==> config.mk <==
export PLATFORM = sky130hd
export DESIGN_NAME = seg7_scan_ctrl
export DESIGN_NICKNAME = d
export VERILOG_FILES = /design/src/rtl/seg7_pkg.sv /design/src/rtl/seg7_decode.sv /design/src/rtl/seg7_scan_ctrl.sv
export SDC_FILE = /design/constraint.sdc
export NUM_CORES = 1
export LEC_CHECK = 0
export BUFFER_PORTS_ARGS = -buffer_cell sky130_fd_sc_hd__buf_2
export CAP_MARGIN = 20
export CORE_ASPECT_RATIO = 0.9
export CORE_UTILIZATION = 51
export DETAILED_ROUTE_END_ITERATION = 7
export PLACE_DENSITY = 0.71
export SYNTH_ARGS = -nofsm -noshare
export SYNTH_HDL_FRONTEND = slang
export SYNTH_HIERARCHICAL = 1
export SYNTH_SLANG_ARGS = --single-unit
==> constraint.sdc <==
create_clock -name clk -period 5.25 [get_ports clk]
set_clock_uncertainty 0.15 [all_clocks]
set_input_delay 0.2625 -clock clk [delete_from_list [all_inputs] [get_ports clk]]
set_output_delay 0.2625 -clock clk [all_outputs]
set_load 0.02 [all_outputs]
==> src/rtl/seg7_pkg.sv <==
// seg7_pkg: shared constants, state encoding and helpers for the seven-segment scan controller.
// The display record groups one frame's worth of digit data (value, decimal points, enables).
package seg7_pkg;

   localparam int NUM_DIGITS = 8;

   localparam logic [6:0] SEG_OFF = 7'h7F;
   localparam logic [7:0] AN_OFF  = 8'hFF;

   typedef enum logic {
      ST_BLANK = 1'b0,
      ST_SHOW  = 1'b1
   } state_t;

   typedef struct packed {
      logic [4*NUM_DIGITS-1:0] val;
      logic [NUM_DIGITS-1:0]   dp;
      logic [NUM_DIGITS-1:0]   en;
   } disp_t;

   // Active-low a..g patterns (bit6 = a, bit0 = g), indexed by nibble.
   localparam logic [6:0] SEG_TABLE [16] = '{
      7'h01, 7'h4F, 7'h12, 7'h06,
      7'h4C, 7'h24, 7'h20, 7'h0F,
      7'h00, 7'h04, 7'h08, 7'h60,
      7'h31, 7'h42, 7'h30, 7'h38
   };

   // Bit i set when nibbles NUM_DIGITS-1..i are all zero; digit 0 never qualifies.
   function automatic logic [NUM_DIGITS-1:0] lead_zero_mask(input logic [4*NUM_DIGITS-1:0] v);
      logic [NUM_DIGITS-1:0] m;
      logic                  all_zero;
      all_zero = 1'b1;
      for (int i = NUM_DIGITS - 1; i >= 0; i--) begin
         all_zero = all_zero & (v[4*i +: 4] == 4'h0);
         m[i]     = all_zero;
      end
      m[0] = 1'b0;
      return m;
   endfunction

endpackage

==> src/rtl/seg7_decode.sv <==
// seg7_decode: combinational hex nibble to active-low seven-segment pattern.
module seg7_decode
   import seg7_pkg::*;
(
   input  logic [3:0] nibble,
   output logic [6:0] seg
);

   assign seg = SEG_TABLE[nibble];

endmodule

==> src/rtl/seg7_scan_ctrl.sv <==
// seg7_scan_ctrl: 8-digit time-multiplexed seven-segment scanner with blanking gap and frame-synchronous load.
// Build option: define SEG7_LEADING_ZERO_BLANK_EN to darken leading zero digits (digit 0 always shows).
module seg7_scan_ctrl
   import seg7_pkg::*;
#(
   parameter int PRESCALE = 100000,  // cycles per digit slot, >= 4
   parameter int BLANK    = 1000     // dark cycles at the start of each slot, 1..PRESCALE-1
) (
   input  logic        clk,
   input  logic        rst,
   input  logic [31:0] value,
   input  logic        load,
   input  logic [7:0]  dp_mask,
   input  logic [7:0]  en_mask,
   output logic [7:0]  an,
   output logic [6:0]  a_to_g,
   output logic        dp_n,
   output logic        frame_done,
   output logic        pending
);

   localparam int CW = $clog2(PRESCALE);
   localparam int IW = $clog2(NUM_DIGITS);
   localparam logic [IW-1:0] LAST_DIGIT = IW'(NUM_DIGITS - 1);

   logic [CW-1:0] cnt;
   logic [IW-1:0] idx;
   state_t        state, state_nxt;
   disp_t         staging, shadow, load_data;

   logic          cnt_last, frame_wrap;
   logic [6:0]    seg_dec, seg_show;
   logic [7:0]    an_d;
   logic [6:0]    seg_d;
   logic          dpn_d;

   assign cnt_last   = (cnt == CW'(PRESCALE - 1));
   assign frame_wrap = cnt_last && (idx == LAST_DIGIT);
   assign load_data  = '{val: value, dp: dp_mask, en: en_mask};

   seg7_decode u_decode (
      .nibble (shadow.val[{idx, 2'b00} +: 4]),
      .seg    (seg_dec)
   );

`ifdef SEG7_LEADING_ZERO_BLANK_EN
   logic [NUM_DIGITS-1:0] lz_dark;
   assign lz_dark  = lead_zero_mask(shadow.val);
   assign seg_show = lz_dark[idx] ? SEG_OFF : seg_dec;
`else
   assign seg_show = seg_dec;
`endif

   // NOTE: sequential state uses non-blocking assignments so every flop samples pre-edge values.
   always_ff @(posedge clk or posedge rst) begin
      if (rst) begin
         cnt   <= '0;
         idx   <= '0;
         state <= ST_BLANK;
      end else begin
         state <= state_nxt;
         if (cnt_last) begin
            cnt <= '0;
            idx <= idx + IW'(1);
         end else begin
            cnt <= cnt + CW'(1);
         end
      end
   end

   // NOTE: every output of this block is defaulted first so no path can infer a latch.
   always_comb begin
      state_nxt = state;
      an_d      = AN_OFF;
      seg_d     = SEG_OFF;
      dpn_d     = 1'b1;
      unique case (state)
         ST_BLANK: begin
            if (cnt == CW'(BLANK - 1)) state_nxt = ST_SHOW;
         end
         ST_SHOW: begin
            if (cnt_last) state_nxt = ST_BLANK;
            if (shadow.en[idx]) begin
               an_d  = ~(8'b1 << idx);
               seg_d = seg_show;
               dpn_d = ~shadow.dp[idx];
            end
         end
      endcase
   end

   // Pins are driven only from flops, one cycle behind the state that selects them.
   always_ff @(posedge clk or posedge rst) begin
      if (rst) begin
         an         <= AN_OFF;
         a_to_g     <= SEG_OFF;
         dp_n       <= 1'b1;
         frame_done <= 1'b0;
      end else begin
         an         <= an_d;
         a_to_g     <= seg_d;
         dp_n       <= dpn_d;
         frame_done <= (cnt == CW'(PRESCALE - 2)) && (idx == LAST_DIGIT);
      end
   end

   // NOTE: staging and shadow are ordinary flops, not RAM, so they take the reset like everything else.
   always_ff @(posedge clk or posedge rst) begin
      if (rst) begin
         staging <= '0;
         shadow  <= '0;
         pending <= 1'b0;
      end else if (frame_wrap) begin
         pending <= 1'b0;
         if (load) begin
            staging <= load_data;
            shadow  <= load_data;
         end else begin
            shadow  <= staging;
         end
      end else if (load) begin
         staging <= load_data;
         pending <= 1'b1;
      end
   end

endmodule

# Yosys cells after proc, flatten, opt, wreduce, memory -nomap -nowiden
# Memory sizes are Yosys's and may differ from the RTL's.
# Cells that the tools add are included.
# totals
ff_bits	135
mem_bits_ro	112
in_bits	51
out_inout_bits	18
wordCells	51
memories	1
# memory_table
memory	depth	word_bits	read_ports	rd_ports_with_merged_regs	write_ports	line	text
(name not given)	16	7	1	0	0	seg7_decode.sv:9	assign seg = SEG_TABLE[nibble];
# op_classes
n_addsub	2
order_cmp	2
eq_ne	4
n_shift	2
muxes	19
bitwise_logic	4
reduce_logical	3
# op_table
op	count
$mux 48	1
$eq 17x17->1 const B	2
$shiftx 32x6->4	1
$mux 7	4
$add 17x1->17 const B	1
$eq 17x10->1 const B	1
$mux 17	1
$mux 8	2
$mux 1	8
$not 8->8	1
$shl 1x3->8 const A	1
$bmux 1 s3	2
$ge 5x5->1 const B	1
$not 4->5	1
$lt 3x4->1 const B	1
$add 3x1->3 const B	1
$eq 3x3->1 const B	1
$logic_and 1x1->1	2
$not 1->1	2
$pmux 1 s2	1
$reduce_bool 2->1	1

# Depth between registers and ports, before layout
# Gate-level depths: netlist of run 1.
# depth
depth_word	7
ltp_mapped	11
mapped_depth_nobuf	9

# Cells and area by module
# Netlist of run 1, hierarchy kept.
# modules_own_cells
module	n_inst	cells_per_inst	area_each_um2	seq_area_each_um2
seg7_scan_ctrl	1	391	5680.4	3398.3
seg7_decode	1	31	252.7	0.0

# Worst setup path before layout of run 1
# No wires, ideal clock.
# synth_path
kind	reg-to-reg
start	reg idx[0]
end	reg a_to_g[3]
setup_ps	85
arrival_ps	2521
required_ps	5015
slack_ps	2494
stages_incl_launch_ff	11
n_path_buf	2
synth_period_minus_slack_ps	2756
path_cell_list	dfrtp_1 -> clkbuf_1 -> buf_2 -> mux4_2 -> nand2_1 -> nand2_1 -> inv_1 -> ha_1 -> inv_1 -> mux4_2 -> nand2b_1
# synth_via
elab_chain_cells	7
elab_cells_between_ends	9
classes_between	shift (1); mux (6); bitwise (1); memory (1)
# synth_rtl
element	line	text
start, declared	seg7_scan_ctrl.sv:27	logic [IW-1:0] idx;
start signal, assigned	seg7_scan_ctrl.sv:64	idx <= idx + IW'(1);
$shiftx 32x6->4	seg7_scan_ctrl.sv:42	.nibble (shadow.val[{idx, 2'b00} +: 4]),
$not 4->5 (not written as such)	seg7_decode.sv:9	
$mem_v2 16x7	-	
$mux 7 (not written as such) (2 in a row)	seg7_decode.sv:9	
net seg_dec[3]	seg7_scan_ctrl.sv:32	logic [6:0] seg_dec, seg_show;
$mux 7	seg7_scan_ctrl.sv:83	if (shadow.en[idx]) begin
$mux 7	seg7_scan_ctrl.sv:77	unique case (state)
net seg_d[3]	seg7_scan_ctrl.sv:34	logic [6:0] seg_d;
end signal, assigned	seg7_scan_ctrl.sv:101	a_to_g <= seg_d;
end, declared	seg7_scan_ctrl.sv:16	output logic [6:0] a_to_g,
# The timed path passes the listed nets, and every way through them passes these cells. The select of a mux whose other input is x is not followed.
# A chain may end at the register's enable or synchronous reset.

# Worst setup path after layout of run 1
# layout_path
start	reg idx[0]
end	reg shadow[33] (netlist name)
# layout_via
elab_chain_cells	2
# layout_rtl
element	line	text
$eq 3x3->1	seg7_scan_ctrl.sv:38	assign frame_wrap = cnt_last && (idx == LAST_DIGIT);
$logic_and 1x1->1	seg7_scan_ctrl.sv:38	
end signal, assigned	seg7_scan_ctrl.sv:117	shadow <= load_data;
end signal, assigned	seg7_scan_ctrl.sv:119	shadow <= staging;
end, declared	seg7_scan_ctrl.sv:29	disp_t staging, shadow, load_data;
# No other way between the ends.

==> reports/summary.txt, run 1 <==
LAYOUT
--------------------------------------------------------------------------------------
Top library cells by usage in the layout, fill and taps aside             119 x sky130_fd_sc_hd__dfrtp_1, 88 x sky130_fd_sc_hd__mux2_2, 68 x sky130_fd_sc_hd__buf_2, 49 x sky130_fd_sc_hd__dlygate4sd3_1, 27 x sky130_fd_sc_hd__nand2_1
Footprint of the multi-input gates                                            2380 um2
Antenna fix cells                                                                    0
Final standard cell utilization of the core                                      68.6%
Combined flip-flop and latch cell area                                        3400 um2
Net total in the final layout                                                      609
Fill cell instance count of the final layout                                       808
Layout cell share with drive strength beyond 1                                   42.2%
Area growth from synthesis to layout                                             28.1%
Most common cell after layout, fill and taps aside                        sky130_fd_sc_hd__dfrtp_1

CLOCK TREE
--------------------------------------------------------------------------------------
Num Clock Sinks                                                                    135
Clock transition at path regs                                                  0.06 ns
Skew-Pair Late Insertion Delay                                                 0.42 ns
Longest Clk Path Bufs                                                                2
TritonCTS clock tree                                                             built
Number of buffers inserted during clock tree synthesis                              17
Clk Tree Root Cell                                                        sky130_fd_sc_hd__clkbuf_16
Maximum level of the CTS H-tree                                                      4

POWER
--------------------------------------------------------------------------------------
Peak supply drop                                                                224 uV
Switching power share of the total                                               20.0%
Proportion of power drawn by flip-flops and latches                              42.2%
Part of the power in combinational logic                                          6.9%
Leakage Power                                                               0.00338 uW
Power density over the cells                                                349 nW/um2
Net Sw Power                                                                    530 uW
Overall Power                                                                  2650 uW
Part of the power in the clock network                                           51.0%
Cell-internal power                                                            2120 uW

ROUTING
--------------------------------------------------------------------------------------
Residual antenna-violating net count after detailed routing                          0
Wirelength, routed                                                            11400 um
Final routed wire length divided by cell count                                 16.1 um
Remaining design rule violation count                                                0
Pre-antenna DRT Iters                                                                4
Number of vias after detailed routing                                             3623
DRC marker count from the first detailed-route iteration                           161
Avg Vias per Cell                                                                 5.12

WORST SETUP PATH
--------------------------------------------------------------------------------------
R2R Path Start                                                                  idx[0]
CP Capture Type                                                                   flop
Crit path launch type                                                             flop
CP dominant cell by count                                                 sky130_fd_sc_hd__ha_1
Maximum fanout count along the critical path                                        30
Library cell contributing the largest single delay on the critical path   sky130_fd_sc_hd__dfrtp_1
Crit path DAT                                                                  3.22 ns
Buffers plus inverters on the worst setup path                                       2
CP Data Required Time                                                          5.39 ns
Critical path's largest stage delay                                            0.69 ns
Cell family with most CP delay                                              flip-flops
Series of cell instances along the critical path                          ha_1, ha_1, inv_1, or2_2, buf_4, mux2_2
WS Path Type                                                                   reg2reg
Crit. Startpoint                                                                idx[0]

HOLD PATH
--------------------------------------------------------------------------------------
Worst hold path class                                                         in2async

LOGIC SYNTHESIS
--------------------------------------------------------------------------------------
Portion of synthesized cell area occupied by the leading cell type               50.2%
Count of state elements after synthesis                                            135
Top post-synthesis cells by area                                          sky130_fd_sc_hd__dfrtp_1 50%, sky130_fd_sc_hd__mux2_2 17%, sky130_fd_sc_hd__dfstp_2 7.1%
Netlist Area Pre-Place                                                        5930 um2
Net count after synthesis                                                          489
Gate count after technology mapping                                                422
Number of distinct library cells after synthesis                                    40
Library cell occupying the most area in the post-synthesis netlist        sky130_fd_sc_hd__dfrtp_1
Post-synthesis area per instance                                              14.1 um2
Number of warnings reported in the yosys synthesis log                               6
Sequential share of the synthesized area                                         57.3%

TIMING
--------------------------------------------------------------------------------------
Highest Clock Rate                                                           0.324 GHz
Final worst path period need                                                   3.08 ns
Final setup violation count                                                          0
Hold_ws                                                                       0.176 ns
Number of pins with negative max-slew slack in the final report                      0
Remaining max-slew budget at the tightest pin                                    42.9%
Setup repair after global routing missed its margin                              false
Minimum setup slack in the final design                                        2.17 ns
Final clock period utilization by the worst path                                 58.7%
Final Hold Vio Count                                                                 0
Total negative slack for setup checks                                             0 ns
Worst slew pin tran                                                           0.856 ns

FLOORPLAN
--------------------------------------------------------------------------------------
Area enclosed by the die boundary                                            12100 um2
I/O pin count                                                                       69
Die Wd                                                                          116 um
Floorplan core area                                                          11100 um2
DIE HEIGHT                                                                      104 um
Starting utilization of the core area                                            53.5%
Floorplan row count                                                                 36

PLACE
--------------------------------------------------------------------------------------
IO buf count                                                                        68
Final HPWL from detailed placement                                             7080 um
Setup slack after placement                                                    2.14 ns
GPL Wtd Cong                                                                     0.868

RUN
--------------------------------------------------------------------------------------
Max Cap Viol                                                                         0

GLOBAL ROUTING
--------------------------------------------------------------------------------------
Initial antenna violation count                                                      0
Pin count of the biggest net entering global routing                                84
Leftover overflow at the end of global routing                                       0
Number of global-route vias before repair                                         3844
Global-route wire length before repair                                        19400 um
GRT Overall Usage                                                                21.4%

STATUS
--------------------------------------------------------------------------------------
Result of the run                                                         complete, no violations

## metal layers
| metal | wire, um | vias up | GRT usage [%] | share of wire (%) |
|---|---|---|---|---|
| met2 | 5570 | 62 | 33.3 | 49 |
| met5 | 0 | - | 0 | 0 |
| met4 | 152 | 0 | 8.06 | 1.3 |
| met1 | 5350 | 1831 | 29.0 | 47 |
| met3 | 341 | 14 | 5.13 | 3.0 |
| li1 | - | 1716 | - | - |
## cells by family (layout without fill, tap and decap cells)
logic type                 after synthesis  in the layout  synth area share [%]
AOI/OAI and AO/OA                       13             13                  1.37
xor gates and xnor gates                16             16                  2.36
adders and majority gates               16             16                  3.37
buffers and inverters                   33            166                  2.59
DFF                                    135            135                  57.3
muxes                                  117            117                  24.7
and+or+nand+nor                         92             92                  8.35
## layout make-up
class	instances	area share [%]
clock buffers	21	6.06
repair buffers	122	11.9
multi-input cells	254	31.3
inverters	12	0.626
well taps	152	2.50
flip-flops and latches	135	44.7
clock inverters	11	2.90
## worst register-to-register path, cell delays in order (launching register included)
cell	delay [ns]
sky130_fd_sc_hd__dfrtp_1	0.69
sky130_fd_sc_hd__ha_1	0.40
sky130_fd_sc_hd__ha_1	0.21
sky130_fd_sc_hd__inv_1	0.08
sky130_fd_sc_hd__or2_2	0.60
sky130_fd_sc_hd__buf_4	0.45
sky130_fd_sc_hd__mux2_2	0.38
## power by group through the flow
stage / clock network (uW) / logic [uW] / registers [uW]
floorplan: 0 / 107 / 1130
global placement: 0 / 147 / 1130
detailed placement: 0 / 152 / 1130
CTS: 1380 / 180 / 1120
global route: 1420 / 203 / 1120
finish: 1350 / 182 / 1120
## metrics by stage
stage	std cells	cell area [um2]
floorplan	422	5930
finish	707	7600
detailed placement	624	6380
CTS	705	7550
global placement	624	6380
global route	707	7600
## flip-flops by register name, indices dropped and copies added, names as in the netlist
signal      count
shadow         48
a_to_g          7
staging        48
state           1
cnt            17
an              8
frame_done      1
pending         1
dp_n            1
idx             3
## cells in the mapped netlist
master / instances
sky130_fd_sc_hd__dfrtp_1: 119
sky130_fd_sc_hd__inv_1: 11
sky130_fd_sc_hd__nand3_1: 14
sky130_fd_sc_hd__and3_1: 1
sky130_fd_sc_hd__nor4b_1: 1
sky130_fd_sc_hd__nor3_1: 4
sky130_fd_sc_hd__buf_2: 8
sky130_fd_sc_hd__mux2_2: 88
sky130_fd_sc_hd__nor4_4: 1
sky130_fd_sc_hd__o21ai_0: 6
sky130_fd_sc_hd__nand4_1: 6
sky130_fd_sc_hd__o31ai_1: 1
sky130_fd_sc_hd__mux2i_1: 9
sky130_fd_sc_hd__nand4_4: 1
sky130_fd_sc_hd__buf_1: 5
sky130_fd_sc_hd__or3_1: 2
sky130_fd_sc_hd__xnor2_1: 13
sky130_fd_sc_hd__mux4_2: 11
sky130_fd_sc_hd__nand2_1: 27
sky130_fd_sc_hd__o2bb2ai_1: 1
sky130_fd_sc_hd__dfstp_2: 16
sky130_fd_sc_hd__nand2b_1: 10
sky130_fd_sc_hd__buf_6: 1
sky130_fd_sc_hd__ha_1: 16
sky130_fd_sc_hd__o22ai_1: 2
sky130_fd_sc_hd__clkbuf_2: 1
sky130_fd_sc_hd__or2_2: 1
sky130_fd_sc_hd__mux2_4: 9
sky130_fd_sc_hd__buf_8: 1
sky130_fd_sc_hd__o21a_1: 2
sky130_fd_sc_hd__or2_1: 1
sky130_fd_sc_hd__and4_1: 3
sky130_fd_sc_hd__clkbuf_1: 5
sky130_fd_sc_hd__nor4_1: 2
sky130_fd_sc_hd__nor2_1: 16
sky130_fd_sc_hd__and4b_1: 1
sky130_fd_sc_hd__inv_2: 1
sky130_fd_sc_hd__o211ai_1: 1
sky130_fd_sc_hd__xor2_1: 3
sky130_fd_sc_hd__and4bb_2: 1
## final timing paths
check                              end  slack (ns)  cells after the start
max                         shadow[33]        2.17                      6
min                         staging[7]        0.18                      3
max reg2reg                 shadow[33]        2.17                      6
min reg2reg                staging[32]        0.34                      1
max in group asynchronous  staging[20]        3.92                      4
min in group clk           staging[31]        0.27                      2
## repair_timing
item / in CTS / in global routing
buffers inserted: 0 / 0
resized for setup: 0 / 0
hold buffers: 49 / 0
endpoints found under the hold margin: 130 / 0
(Power assumes the default switching activity.)
==> inputs of run 2 (changes only) <==
==> constraint.sdc (replaced) <==
create_clock -name clk -period 3.2 [get_ports clk]
set_clock_uncertainty 0.15 [all_clocks]
set_input_delay 0.16 -clock clk [delete_from_list [all_inputs] [get_ports clk]]
set_output_delay 0.16 -clock clk [all_outputs]
set_load 0.02 [all_outputs]
==> run 2 against run 1 <==
  * Clock power grew 54%
  * Combinational power grew 63%
  * Wire length shrank 2.0%
  * Sequential power grew 63%
  * Global-route usage shrank 0.36 points
  * Sequential cell count is the same
  * Register-to-register slack lost 1.7 ns
  * Critical path depth grew 2
  * Largest cell class unchanged
==> reports/summary.txt, run 2 (same netlist as run 1, synthesis figures left out) <==
FLOORPLAN
--------------------------------------------------------------------------------------
Area enclosed by the die boundary                                            12100 um2
Die Wd                                                                          116 um
Floorplan core area                                                          11100 um2
I/O pin count                                                                       69
Starting utilization of the core area                                            53.5%
DIE HEIGHT                                                                      104 um
Floorplan row count                                                                 36

ROUTING
--------------------------------------------------------------------------------------
Final routed wire length divided by cell count                                 15.8 um
Residual antenna-violating net count after detailed routing                          0
Remaining design rule violation count                                                0
DRC marker count from the first detailed-route iteration                           169
Pre-antenna DRT Iters                                                                4
Avg Vias per Cell                                                                 5.08
Wirelength, routed                                                            11200 um
Number of vias after detailed routing                                             3596

WORST SETUP PATH
--------------------------------------------------------------------------------------
CP Data Required Time                                                          3.38 ns
WS Path Type                                                                   reg2reg
Crit path launch type                                                             flop
Cell family with most CP delay                                            multiplexers
Crit path DAT                                                                  2.89 ns
Series of cell instances along the critical path                          mux4_2, nand2_1, nand2_1, inv_1, ha_1, inv_1, mux4_2, nand2b_1
Critical path's largest stage delay                                            0.66 ns
Maximum fanout count along the critical path                                         9
CP Capture Type                                                                   flop
Library cell contributing the largest single delay on the critical path   sky130_fd_sc_hd__dfrtp_1
Buffers plus inverters on the worst setup path                                       2

POWER
--------------------------------------------------------------------------------------
Power density over the cells                                                555 nW/um2
Part of the power in the clock network                                           49.4%
Leakage Power                                                               0.00337 uW
Peak supply drop                                                                396 uV
Cell-internal power                                                            3330 uW
Net Sw Power                                                                    873 uW
Part of the power in combinational logic                                          7.1%
Proportion of power drawn by flip-flops and latches                              43.6%
Switching power share of the total                                               20.8%

TIMING
--------------------------------------------------------------------------------------
Final setup violation count                                                          0
Final Hold Vio Count                                                                 0
Final worst path period need                                                   2.71 ns
Number of pins with negative max-slew slack in the final report                      0
Total negative slack for setup checks                                             0 ns
Minimum setup slack in the final design                                       0.489 ns
Hold_ws                                                                       0.163 ns
Highest Clock Rate                                                           0.369 GHz
Setup repair after global routing missed its margin                              false
Remaining max-slew budget at the tightest pin                                    57.5%
Worst slew pin tran                                                           0.635 ns
Final clock period utilization by the worst path                                 84.7%

LAYOUT
--------------------------------------------------------------------------------------
Area growth from synthesis to layout                                             27.6%
Most common cell after layout, fill and taps aside                        sky130_fd_sc_hd__dfrtp_1
Top library cells by usage in the layout, fill and taps aside             119 x sky130_fd_sc_hd__dfrtp_1, 88 x sky130_fd_sc_hd__mux2_2, 68 x sky130_fd_sc_hd__buf_2, 49 x sky130_fd_sc_hd__dlygate4sd3_1, 27 x sky130_fd_sc_hd__nand2_1
Net total in the final layout                                                      610
Design area                                                                   7570 um2
Layout cell share with drive strength beyond 1                                   42.6%
Final Instance Count excl. Fillers                                                 708
Antenna fix cells                                                                    0
Largest registers in the final layout                                     shadow x48, staging x48, cnt x17

CLOCK TREE
--------------------------------------------------------------------------------------
Clock transition at path regs                                                  0.06 ns
Longest Clk Path Bufs                                                                2
Num Clock Sinks                                                                    135
TritonCTS clock tree                                                             built
Skew-Pair Late Insertion Delay                                                 0.41 ns
Clk Tree Root Cell                                                        sky130_fd_sc_hd__clkbuf_16
Number of buffers inserted during clock tree synthesis                              17
Maximum level of the CTS H-tree                                                      4
Post-CTS setup buffer count                                                          0

STATUS
--------------------------------------------------------------------------------------
Result of the run                                                         complete, no violations

PLACE
--------------------------------------------------------------------------------------
Setup slack after placement                                                   0.496 ns
Total cell area at the placement stage                                        6440 um2
GPL Wtd Cong                                                                     0.879
Final HPWL from detailed placement                                             7100 um
Placed cell count                                                                  627
IO buf count                                                                        68

GLOBAL ROUTING
--------------------------------------------------------------------------------------
Leftover overflow at the end of global routing                                       0
Initial antenna violation count                                                      0
Global-route wire length before repair                                        19100 um
Pin count of the biggest net entering global routing                                79
GRT Overall Usage                                                                21.0%
Number of global-route vias before repair                                         3860

RUN
--------------------------------------------------------------------------------------
Max Cap Viol                                                                         0

HOLD PATH
--------------------------------------------------------------------------------------
Worst hold path class                                                           in2reg

run 2: cell count changes in the layout (fill, tap and decap cells not counted), sizes merged:
cell / delta
clkinvlp: +2
clkbuf: -1
inv: -1
buf: +1
bufinv: -2
clkinv: +2
run 2: worst paths after layout:
check	start	to	slack, ns	cells past startpoint
hold reg to reg	pending	pending	0.33	1
hold / removal	load	staging[24]	0.16	2
setup / recovery	idx[0]	a_to_g[3]	0.49	8
setup reg to reg	idx[0]	a_to_g[3]	0.49	8
max in group asynchronous	rst	an[2]	2.24	4
min in group asynchronous	rst	shadow[41]	0.25	4
run 2: metal layers:
metal	track usage, %	vias up	share of wire, %
li1	-	1730	-
met1	28.9	1778	48
met2	32.0	70	47
met3	5.01	18	3.1
met4	8.70	0	2.1
met5	0	-	0
run 2: per-stage QoR:
step | util [%] | total power (uW)
global placement | 58.1 | 2100
global route | 68.3 | 4360
finish | 68.3 | 4210
floorplan | - | 2020
CTS | 68.3 | 4250
detailed placement | 58.1 | 2110
run 2: repair_timing:
item	CTS	global route
hold buffers	49	0
endpoints found under the setup margin	0	0
hold endpoints to repair	217	0
gates resized for setup	0	0
run 2: area by class of cell:
type	count	area, um2
fillers	796	3510
flip-flops and latches	135	3400
multi-input cells	254	2380
repair buffers	123	913
clock buffers	20	467
well taps	152	190
clock inverters	12	174
inverters	12	48.8
run 2: power groups by stage:
stage	combinational (uW)	sequential, uW	clock, uW
6_report	297	1830	2080
5_1_grt	330	1840	2190
4_1_cts	301	1830	2110
3_5_place_dp	253	1860	0
3_3_place_gp	244	1860	0
2_1_floorplan	177	1850	0
